`src/rtl/pipeline_hazard_ctrl_if.sv`:
```
// Handshake bundle between the pipeline datapath and the hazard controller.
// The datapath side is the master; the hazard controller is the slave.
interface pipeline_hazard_ctrl_if #(
   parameter int REG_ADDR_W = 5,
   parameter int CNT_W      = 4,
   parameter int PERF_W     = 32
);
   logic [REG_ADDR_W-1:0] rs1_id;
   logic [REG_ADDR_W-1:0] rs2_id;
   logic                  rs1Used_id;
   logic                  rs2Used_id;
   logic [REG_ADDR_W-1:0] rd_exe;
   logic                  memRead_exe;
   logic                  branchTaken_exe;
   logic                  mcStart_exe;
   logic [CNT_W-1:0]      mcLen_exe;
   logic                  dmemBusy;
   logic                  stall_if;
   logic                  stall_id;
   logic                  stall_exe;
   logic                  flush_if_id;
   logic                  flush_id_exe;
   logic                  busy_o;
   logic [PERF_W-1:0]     stallCycles_o;
   logic [PERF_W-1:0]     flushCount_o;

   modport master (
      output rs1_id, rs2_id, rs1Used_id, rs2Used_id, rd_exe, memRead_exe,
             branchTaken_exe, mcStart_exe, mcLen_exe, dmemBusy,
      input  stall_if, stall_id, stall_exe, flush_if_id, flush_id_exe,
             busy_o, stallCycles_o, flushCount_o
   );

   modport slave (
      input  rs1_id, rs2_id, rs1Used_id, rs2Used_id, rd_exe, memRead_exe,
             branchTaken_exe, mcStart_exe, mcLen_exe, dmemBusy,
      output stall_if, stall_id, stall_exe, flush_if_id, flush_id_exe,
             busy_o, stallCycles_o, flushCount_o
   );
endinterface

```
`src/rtl/pipeline_hazard_ctrl.sv`:
```
// Stall/flush controller for a 5-stage pipeline: load-use, taken branches,
// multi-cycle EXE operations and data-memory back-pressure, with perf counters.
module pipeline_hazard_ctrl #(
   parameter int REG_ADDR_W = 5,
   parameter int CNT_W      = 4,
   parameter int PERF_W     = 32
) (
   input logic clk,
   input logic rst,
   pipeline_hazard_ctrl_if.slave hz
);

   typedef enum logic [0:0] {RUN, MCBUSY} state_t;

   state_t            state, stateNext;
   logic [CNT_W-1:0]  cnt, cntNext;
   logic [PERF_W-1:0] stallCycles, flushCount;
   logic              loadUse, mcGo;
   logic              stallIf, stallId, stallExe, flushIfId, flushIdExe;

   assign loadUse = hz.memRead_exe && (hz.rd_exe != '0) &&
                    ((hz.rs1Used_id && (hz.rs1_id == hz.rd_exe)) ||
                     (hz.rs2Used_id && (hz.rs2_id == hz.rd_exe)));

   // A zero-length multi-cycle request is treated as no request at all.
   assign mcGo = hz.mcStart_exe && (hz.mcLen_exe != '0);

   // Priority chain: reset, memory busy, multi-cycle busy, branch, mc start, load-use.
   always_comb begin
      stallIf    = 1'b0;
      stallId    = 1'b0;
      stallExe   = 1'b0;
      flushIfId  = 1'b0;
      flushIdExe = 1'b0;
      stateNext  = state;
      cntNext    = cnt;
      if (rst) begin
         stateNext = RUN;
         cntNext   = '0;
      end else if (hz.dmemBusy) begin
         stallIf  = 1'b1;
         stallId  = 1'b1;
         stallExe = 1'b1;
      end else if (state == MCBUSY) begin
         stallIf  = 1'b1;
         stallId  = 1'b1;
         stallExe = 1'b1;
         if (cnt == CNT_W'(1)) begin
            stateNext = RUN;
            cntNext   = '0;
         end else begin
            cntNext = cnt - CNT_W'(1);
         end
      end else if (hz.branchTaken_exe) begin
         flushIfId  = 1'b1;
         flushIdExe = 1'b1;
      end else if (mcGo) begin
         stallIf   = 1'b1;
         stallId   = 1'b1;
         stallExe  = 1'b1;
         cntNext   = hz.mcLen_exe - CNT_W'(1);
         stateNext = (hz.mcLen_exe >= CNT_W'(2)) ? MCBUSY : RUN;
      end else if (loadUse) begin
         stallIf    = 1'b1;
         stallId    = 1'b1;
         flushIdExe = 1'b1;
      end
   end

   // State, down-counter and saturating performance counters.
   always_ff @(posedge clk) begin
      if (rst) begin
         state       <= RUN;
         cnt         <= '0;
         stallCycles <= '0;
         flushCount  <= '0;
      end else begin
         state <= stateNext;
         cnt   <= cntNext;
         if (stallIf && (stallCycles != {PERF_W{1'b1}})) begin
            stallCycles <= stallCycles + PERF_W'(1);
         end
         if (flushIfId && (flushCount != {PERF_W{1'b1}})) begin
            flushCount <= flushCount + PERF_W'(1);
         end
      end
   end

   assign hz.stall_if      = stallIf;
   assign hz.stall_id      = stallId;
   assign hz.stall_exe     = stallExe;
   assign hz.flush_if_id   = flushIfId;
   assign hz.flush_id_exe  = flushIdExe;
   assign hz.busy_o        = (state == MCBUSY) && !rst;
   assign hz.stallCycles_o = stallCycles;
   assign hz.flushCount_o  = flushCount;

endmodule

```
`src/flat_wrapper.sv`:
```
// flat-port wrapper written by rule: the top's interface ports become plain ports
module pipeline_hazard_ctrl_flat 
#(
   parameter int REG_ADDR_W = 5,
   parameter int CNT_W      = 4,
   parameter int PERF_W     = 32
)
  (clk, rst, hz_rs1_id, hz_rs2_id, hz_rs1Used_id, hz_rs2Used_id, hz_rd_exe, hz_memRead_exe, hz_branchTaken_exe, hz_mcStart_exe, hz_mcLen_exe, hz_dmemBusy, hz_stall_if, hz_stall_id, hz_stall_exe, hz_flush_if_id, hz_flush_id_exe, hz_busy_o, hz_stallCycles_o, hz_flushCount_o);
  pipeline_hazard_ctrl_if #(.REG_ADDR_W(REG_ADDR_W), .CNT_W(CNT_W), .PERF_W(PERF_W)) hz_i ();
  input logic clk;
  input logic rst;
  input wire logic [$bits(hz_i.rs1_id)-1:0] hz_rs1_id;
  input wire logic [$bits(hz_i.rs2_id)-1:0] hz_rs2_id;
  input wire logic [$bits(hz_i.rs1Used_id)-1:0] hz_rs1Used_id;
  input wire logic [$bits(hz_i.rs2Used_id)-1:0] hz_rs2Used_id;
  input wire logic [$bits(hz_i.rd_exe)-1:0] hz_rd_exe;
  input wire logic [$bits(hz_i.memRead_exe)-1:0] hz_memRead_exe;
  input wire logic [$bits(hz_i.branchTaken_exe)-1:0] hz_branchTaken_exe;
  input wire logic [$bits(hz_i.mcStart_exe)-1:0] hz_mcStart_exe;
  input wire logic [$bits(hz_i.mcLen_exe)-1:0] hz_mcLen_exe;
  input wire logic [$bits(hz_i.dmemBusy)-1:0] hz_dmemBusy;
  output wire logic [$bits(hz_i.stall_if)-1:0] hz_stall_if;
  output wire logic [$bits(hz_i.stall_id)-1:0] hz_stall_id;
  output wire logic [$bits(hz_i.stall_exe)-1:0] hz_stall_exe;
  output wire logic [$bits(hz_i.flush_if_id)-1:0] hz_flush_if_id;
  output wire logic [$bits(hz_i.flush_id_exe)-1:0] hz_flush_id_exe;
  output wire logic [$bits(hz_i.busy_o)-1:0] hz_busy_o;
  output wire logic [$bits(hz_i.stallCycles_o)-1:0] hz_stallCycles_o;
  output wire logic [$bits(hz_i.flushCount_o)-1:0] hz_flushCount_o;
  assign hz_i.rs1_id = hz_rs1_id;
  assign hz_i.rs2_id = hz_rs2_id;
  assign hz_i.rs1Used_id = hz_rs1Used_id;
  assign hz_i.rs2Used_id = hz_rs2Used_id;
  assign hz_i.rd_exe = hz_rd_exe;
  assign hz_i.memRead_exe = hz_memRead_exe;
  assign hz_i.branchTaken_exe = hz_branchTaken_exe;
  assign hz_i.mcStart_exe = hz_mcStart_exe;
  assign hz_i.mcLen_exe = hz_mcLen_exe;
  assign hz_i.dmemBusy = hz_dmemBusy;
  assign hz_stall_if = hz_i.stall_if;
  assign hz_stall_id = hz_i.stall_id;
  assign hz_stall_exe = hz_i.stall_exe;
  assign hz_flush_if_id = hz_i.flush_if_id;
  assign hz_flush_id_exe = hz_i.flush_id_exe;
  assign hz_busy_o = hz_i.busy_o;
  assign hz_stallCycles_o = hz_i.stallCycles_o;
  assign hz_flushCount_o = hz_i.flushCount_o;
  pipeline_hazard_ctrl #(.REG_ADDR_W(REG_ADDR_W), .CNT_W(CNT_W), .PERF_W(PERF_W)) u_core (.clk(clk), .rst(rst), .hz(hz_i));
endmodule
```
`config.mk`:
```
export PLATFORM = sky130hd
export DESIGN_NAME = pipeline_hazard_ctrl_flat
export DESIGN_NICKNAME = d
export VERILOG_FILES = /design/src/rtl/pipeline_hazard_ctrl_if.sv /design/src/rtl/pipeline_hazard_ctrl.sv /design/src/flat_wrapper.sv
export SDC_FILE = /design/constraint.sdc
export NUM_CORES = 1
export LEC_CHECK = 0
export BUFFER_PORTS_ARGS = -buffer_cell sky130_fd_sc_hd__buf_2
export CORE_MARGIN = 4
export CORE_UTILIZATION = 40
export DETAILED_ROUTE_END_ITERATION = 16
export PLACE_DENSITY = 0.62
export RECOVER_POWER = 50
export SYNTH_ARGS = -nofsm -noshare
export SYNTH_HDL_FRONTEND = slang
export SYNTH_SLANG_ARGS = --single-unit
```
`constraint.sdc`:
```
create_clock -name clk -period 3.4 [get_ports clk]
set_clock_uncertainty 0.15 [all_clocks]
set_input_delay 0.68 -clock clk [delete_from_list [all_inputs] [get_ports clk]]
set_output_delay 0.68 -clock clk [all_outputs]
set_load 0.02 [all_outputs]
```
==> flow_metrics.py <==
metrics = {
    "global_routing": {
        "grt_pass1_wl_um": 18700,
        "track_usage": 0.191,
        "grt_start_max_net_pins": 56,
        "antenna_found_initial": 0,
        "grt-ovfl-total": 0,
        "grt_pass1_vias": 3780,
    },
    "yosys": {
        "dominantRegCellSynth": "dfxtp_1",
        "ys_warn_count": 0,
        "async_flop_share": 0,
        "netlist_area_sq_um": 4140,
        "synth.distinct_cells": 60,
        "synth_edf_count": 0,
        "synth-seq-cells": 69,
        "synthCells": 497,
        "postSynthNetCount": 530,
        "postSynthAreaPerCell_sq_um": 8.33,
        "ys_seq_area_frac": 0.334,
    },
    "clocking": {
        "ctsHoldBuffers": 0,
        "cts_buffer_depth": 2,
        "cts_tree": "done",
        "worstSkewPairLatency_ns": 0.35,
        "clkTransAtPathRegs_ns": 0.07,
        "h-tree-depth": 3,
        "postCtsSetupRepairBufs": 0,
        "cts-root-buf": "clkbuf_8",
        "cts.sinks": 69,
        "cts_buffers": 9,
        "postCtsResizedCells": 0,
    },
    "critical_path": {
        "crit_type": "primary input to output pin",
        "arrival_ns": 2.22,
        "critPathMaxStageDelay_ns": 0.31,
        "end_kind": "output pin",
        "r2r_cells": 7,
        "r2r_setup_slack_ns": 0.85,
        "path_common_cell": "buf_2",
        "r2r_end": "u_core.hz.flushCount_o[23]$_SDFFE_PP0P_",
        "cpLargestDelayFamily": "simple AND/OR/NAND/NOR gates",
        "cp_max_fo": 3,
        "path_cells": "buf_2 > xor2_1 > nor4_4 > a22oi_1 > or2_2 > o31ai_1 > buf_2",
        "required_ns": 2.57,
        "crit_buf_inv": 2,
        "worst_setup_path_start_kind": "primary input",
        "r2r_start": "u_core.state$_SDFFE_PP0N_",
        "critPathSlowestCell": "or2_2",
    },
    "placement": {
        "place.gp.congestion": 0.800,
        "placed_area_sq_um": 4690,
        "preCtsSetupSlack_ns": 0.364,
        "dp.final_hpwl_um": 7950,
        "port_buffers": 96,
    },
    "floorplanning": {
        "fp.dieW_um": 110,
        "die_y_um": 110,
        "fp-row-count": 36,
        "start_util": 0.418,
        "die_area_sq_um": 12000,
        "design.core.area_sq_um": 9910,
        "num_io_pins": 97,
    },
    "sta": {
        "period_minus_slack_ns": 3.05,
        "tightest_slew_ns": 1.01,
        "relSlewSlack": 0.324,
        "hold_viol": 0,
        "final.setup.tns_ns": 0,
        "finalSetupViolations": 0,
        "max_freq_mhz": 328,
        "drv_slew": 0,
        "setup_ws_ns": 0.352,
        "rsz0062_at_grt": "no",
        "finalCritPeriodShare": 0.896,
    },
    "routing": {
        "wl_met2_um": 5310,
        "first_pass_iters": 4,
        "drc": 0,
        "routedWlPerCell_um": 15.5,
        "via_per_inst": 5.78,
        "drtAntennaViolNets": 0,
        "vias": 4159,
        "wl_met1_um": 5180,
        "dr_wl_met3_um": 578,
        "drt_iter0_markers": 279,
        "top_layer_used": "met4",
        "totalWireLength_um": 11100,
    },
    "hold_path": {
        "hold-path-cell-count": 2,
        "hold_class": "flip-flop to flip-flop",
        "hp-start": "u_core.cnt[1]$_SDFFE_PP0P_",
        "min_to": "u_core.cnt[1]$_SDFFE_PP0P_",
    },
    "layout": {
        "final_util": 0.486,
        "nets": 615,
        "drive_above_1_share": 0.128,
        "areaGrowthSynthToFinish_pct": 16.3,
        "nFillCells": 1020,
        "design_area_sq_um": 4810,
        "antenna_cells": 0,
    },
    "power": {
        "ir_drop_v": 0.000193,
        "leakagePower_uw": 0.00153,
        "power_density_nw_per_um2": 355,
    },
    "job": {
        "max_cap_violations": 0,
    },
    "run_status": {
        "status": "finished clean",
    },
}
worst register-to-register path, stage by stage (launching register included):
cell and delay [ns]:
dfxtp_1 0.45, nor2_1 0.26, nand3_1 0.19, inv_1 0.16
and3_1 0.27, o211ai_1 0.33, or4_1 0.50, a21oi_1 0.15
report_power, final:
part | switching (uW) | internal (uW)
Combinational | 102 | 54.8
Clock | 316 | 413
Sequential | 8.41 | 813
Total | 426 | 1280
flip-flops by register name, indices dropped and copies added (netlist names):
| name | count |
|---|---|
| u_core.hz.flushCount_o | 32 |
| u_core.hz.stallCycles_o | 32 |
| u_core.cnt | 4 |
| u_core.state | 1 |
cells by family (layout without fill, tap and decap cells):
kind of cell               Yosys count  in the layout  synth area share
and+or+nand+nor                    197            197             0.298
AOI/OAI and AO/OA                  147            147             0.228
DFF                                 69             69             0.334
buffers and inverters               52            142            0.0605
xor gates and xnor gates            15             15            0.0318
muxes                               11             11            0.0293
adders and majority gates            6              6            0.0181
cell type report:
| class | count | area [sq um] | area share |
|---|---|---|---|
| sequential | 69 | 1380 | 0.287 |
| multi-input combinational | 376 | 2500 | 0.520 |
| inverter | 21 | 78.8 | 0.0164 |
| clock buffer | 12 | 135 | 0.0281 |
| tap | 133 | 166 | 0.0346 |
| timing repair buffer | 105 | 477 | 0.0991 |
| clock inverter | 4 | 72.6 | 0.0151 |
synth_stat cells, types with 7 or more instances:
| cell type | instances | area (sq um) |
|---|---|---|
| nor4_1 | 11 | 68.8 |
| nor2_1 | 19 | 71.3 |
| and3_1 | 9 | 56.3 |
| nor3_1 | 8 | 40.0 |
| or3_1 | 24 | 150 |
| nand4_1 | 21 | 131 |
| o21ai_0 | 32 | 160 |
| o2111ai_1 | 7 | 61.3 |
| buf_2 | 8 | 40.0 |
| nand3_1 | 14 | 70.1 |
| clkbuf_1 | 14 | 52.6 |
| mux2_2 | 7 | 78.8 |
| nor2b_1 | 11 | 68.8 |
| or4_1 | 30 | 225 |
| o31ai_1 | 27 | 203 |
| a21oi_1 | 52 | 260 |
| nand2_1 | 21 | 78.8 |
| inv_1 | 20 | 75.1 |
| o211ai_1 | 9 | 67.6 |
| dfxtp_1 | 69 | 1380 |
| xor2_1 | 9 | 78.8 |
layout by cell type (no fill, tap or decap), drive strengths merged, types with 10 or more instances in the layout:
cell    Yosys  layout
a21oi      52      52
buf        17      39
clkbuf     14      78
dfxtp      69      69
inv        21      21
nand2      22      22
nand3      14      14
nand4      22      22
nor2       20      20
nor2b      11      11
nor3       10      10
nor4       13      13
o21ai      33      33
o31ai      29      29
or3        24      24
or4        30      30
worst max-delay path by stage:
| stage | start | endpoint | slack [ns] | depth (start not counted) |
|---|---|---|---|---|
| 2_1_floorplan | hz_rd_exe[2] | hz_stall_if | 0.13 | 6 |
| 3_3_place_gp | hz_rd_exe[2] | hz_stall_if | 0.39 | 7 |
| 3_5_place_dp | hz_rd_exe[2] | hz_stall_id | 0.36 | 7 |
| 4_1_cts | hz_rd_exe[2] | hz_stall_id | 0.36 | 7 |
| 5_1_grt | hz_rd_exe[1] | hz_stall_id | 0.26 | 7 |
| 6_report | hz_rd_exe[2] | hz_stall_id | 0.35 | 7 |
metal layers:
metal	vias to the layer above	GRT usage
met1	1962	0.261
met5	-	0
met2	96	0.309
met4	0	0.0490
li1	2094	-
met3	7	0.0393
stage by stage:
step / instances / hold slack (ns) / power [uW]
global route: 720 / 0.376 / 1780
floorplan: 497 / 0.304 / 949
finish: 720 / 0.338 / 1710
global placement: 704 / 0.324 / 996
detailed placement: 704 / 0.334 / 999
CTS: 720 / 0.344 / 1730
No activity file was read; power rests on OpenSTA's default activity.
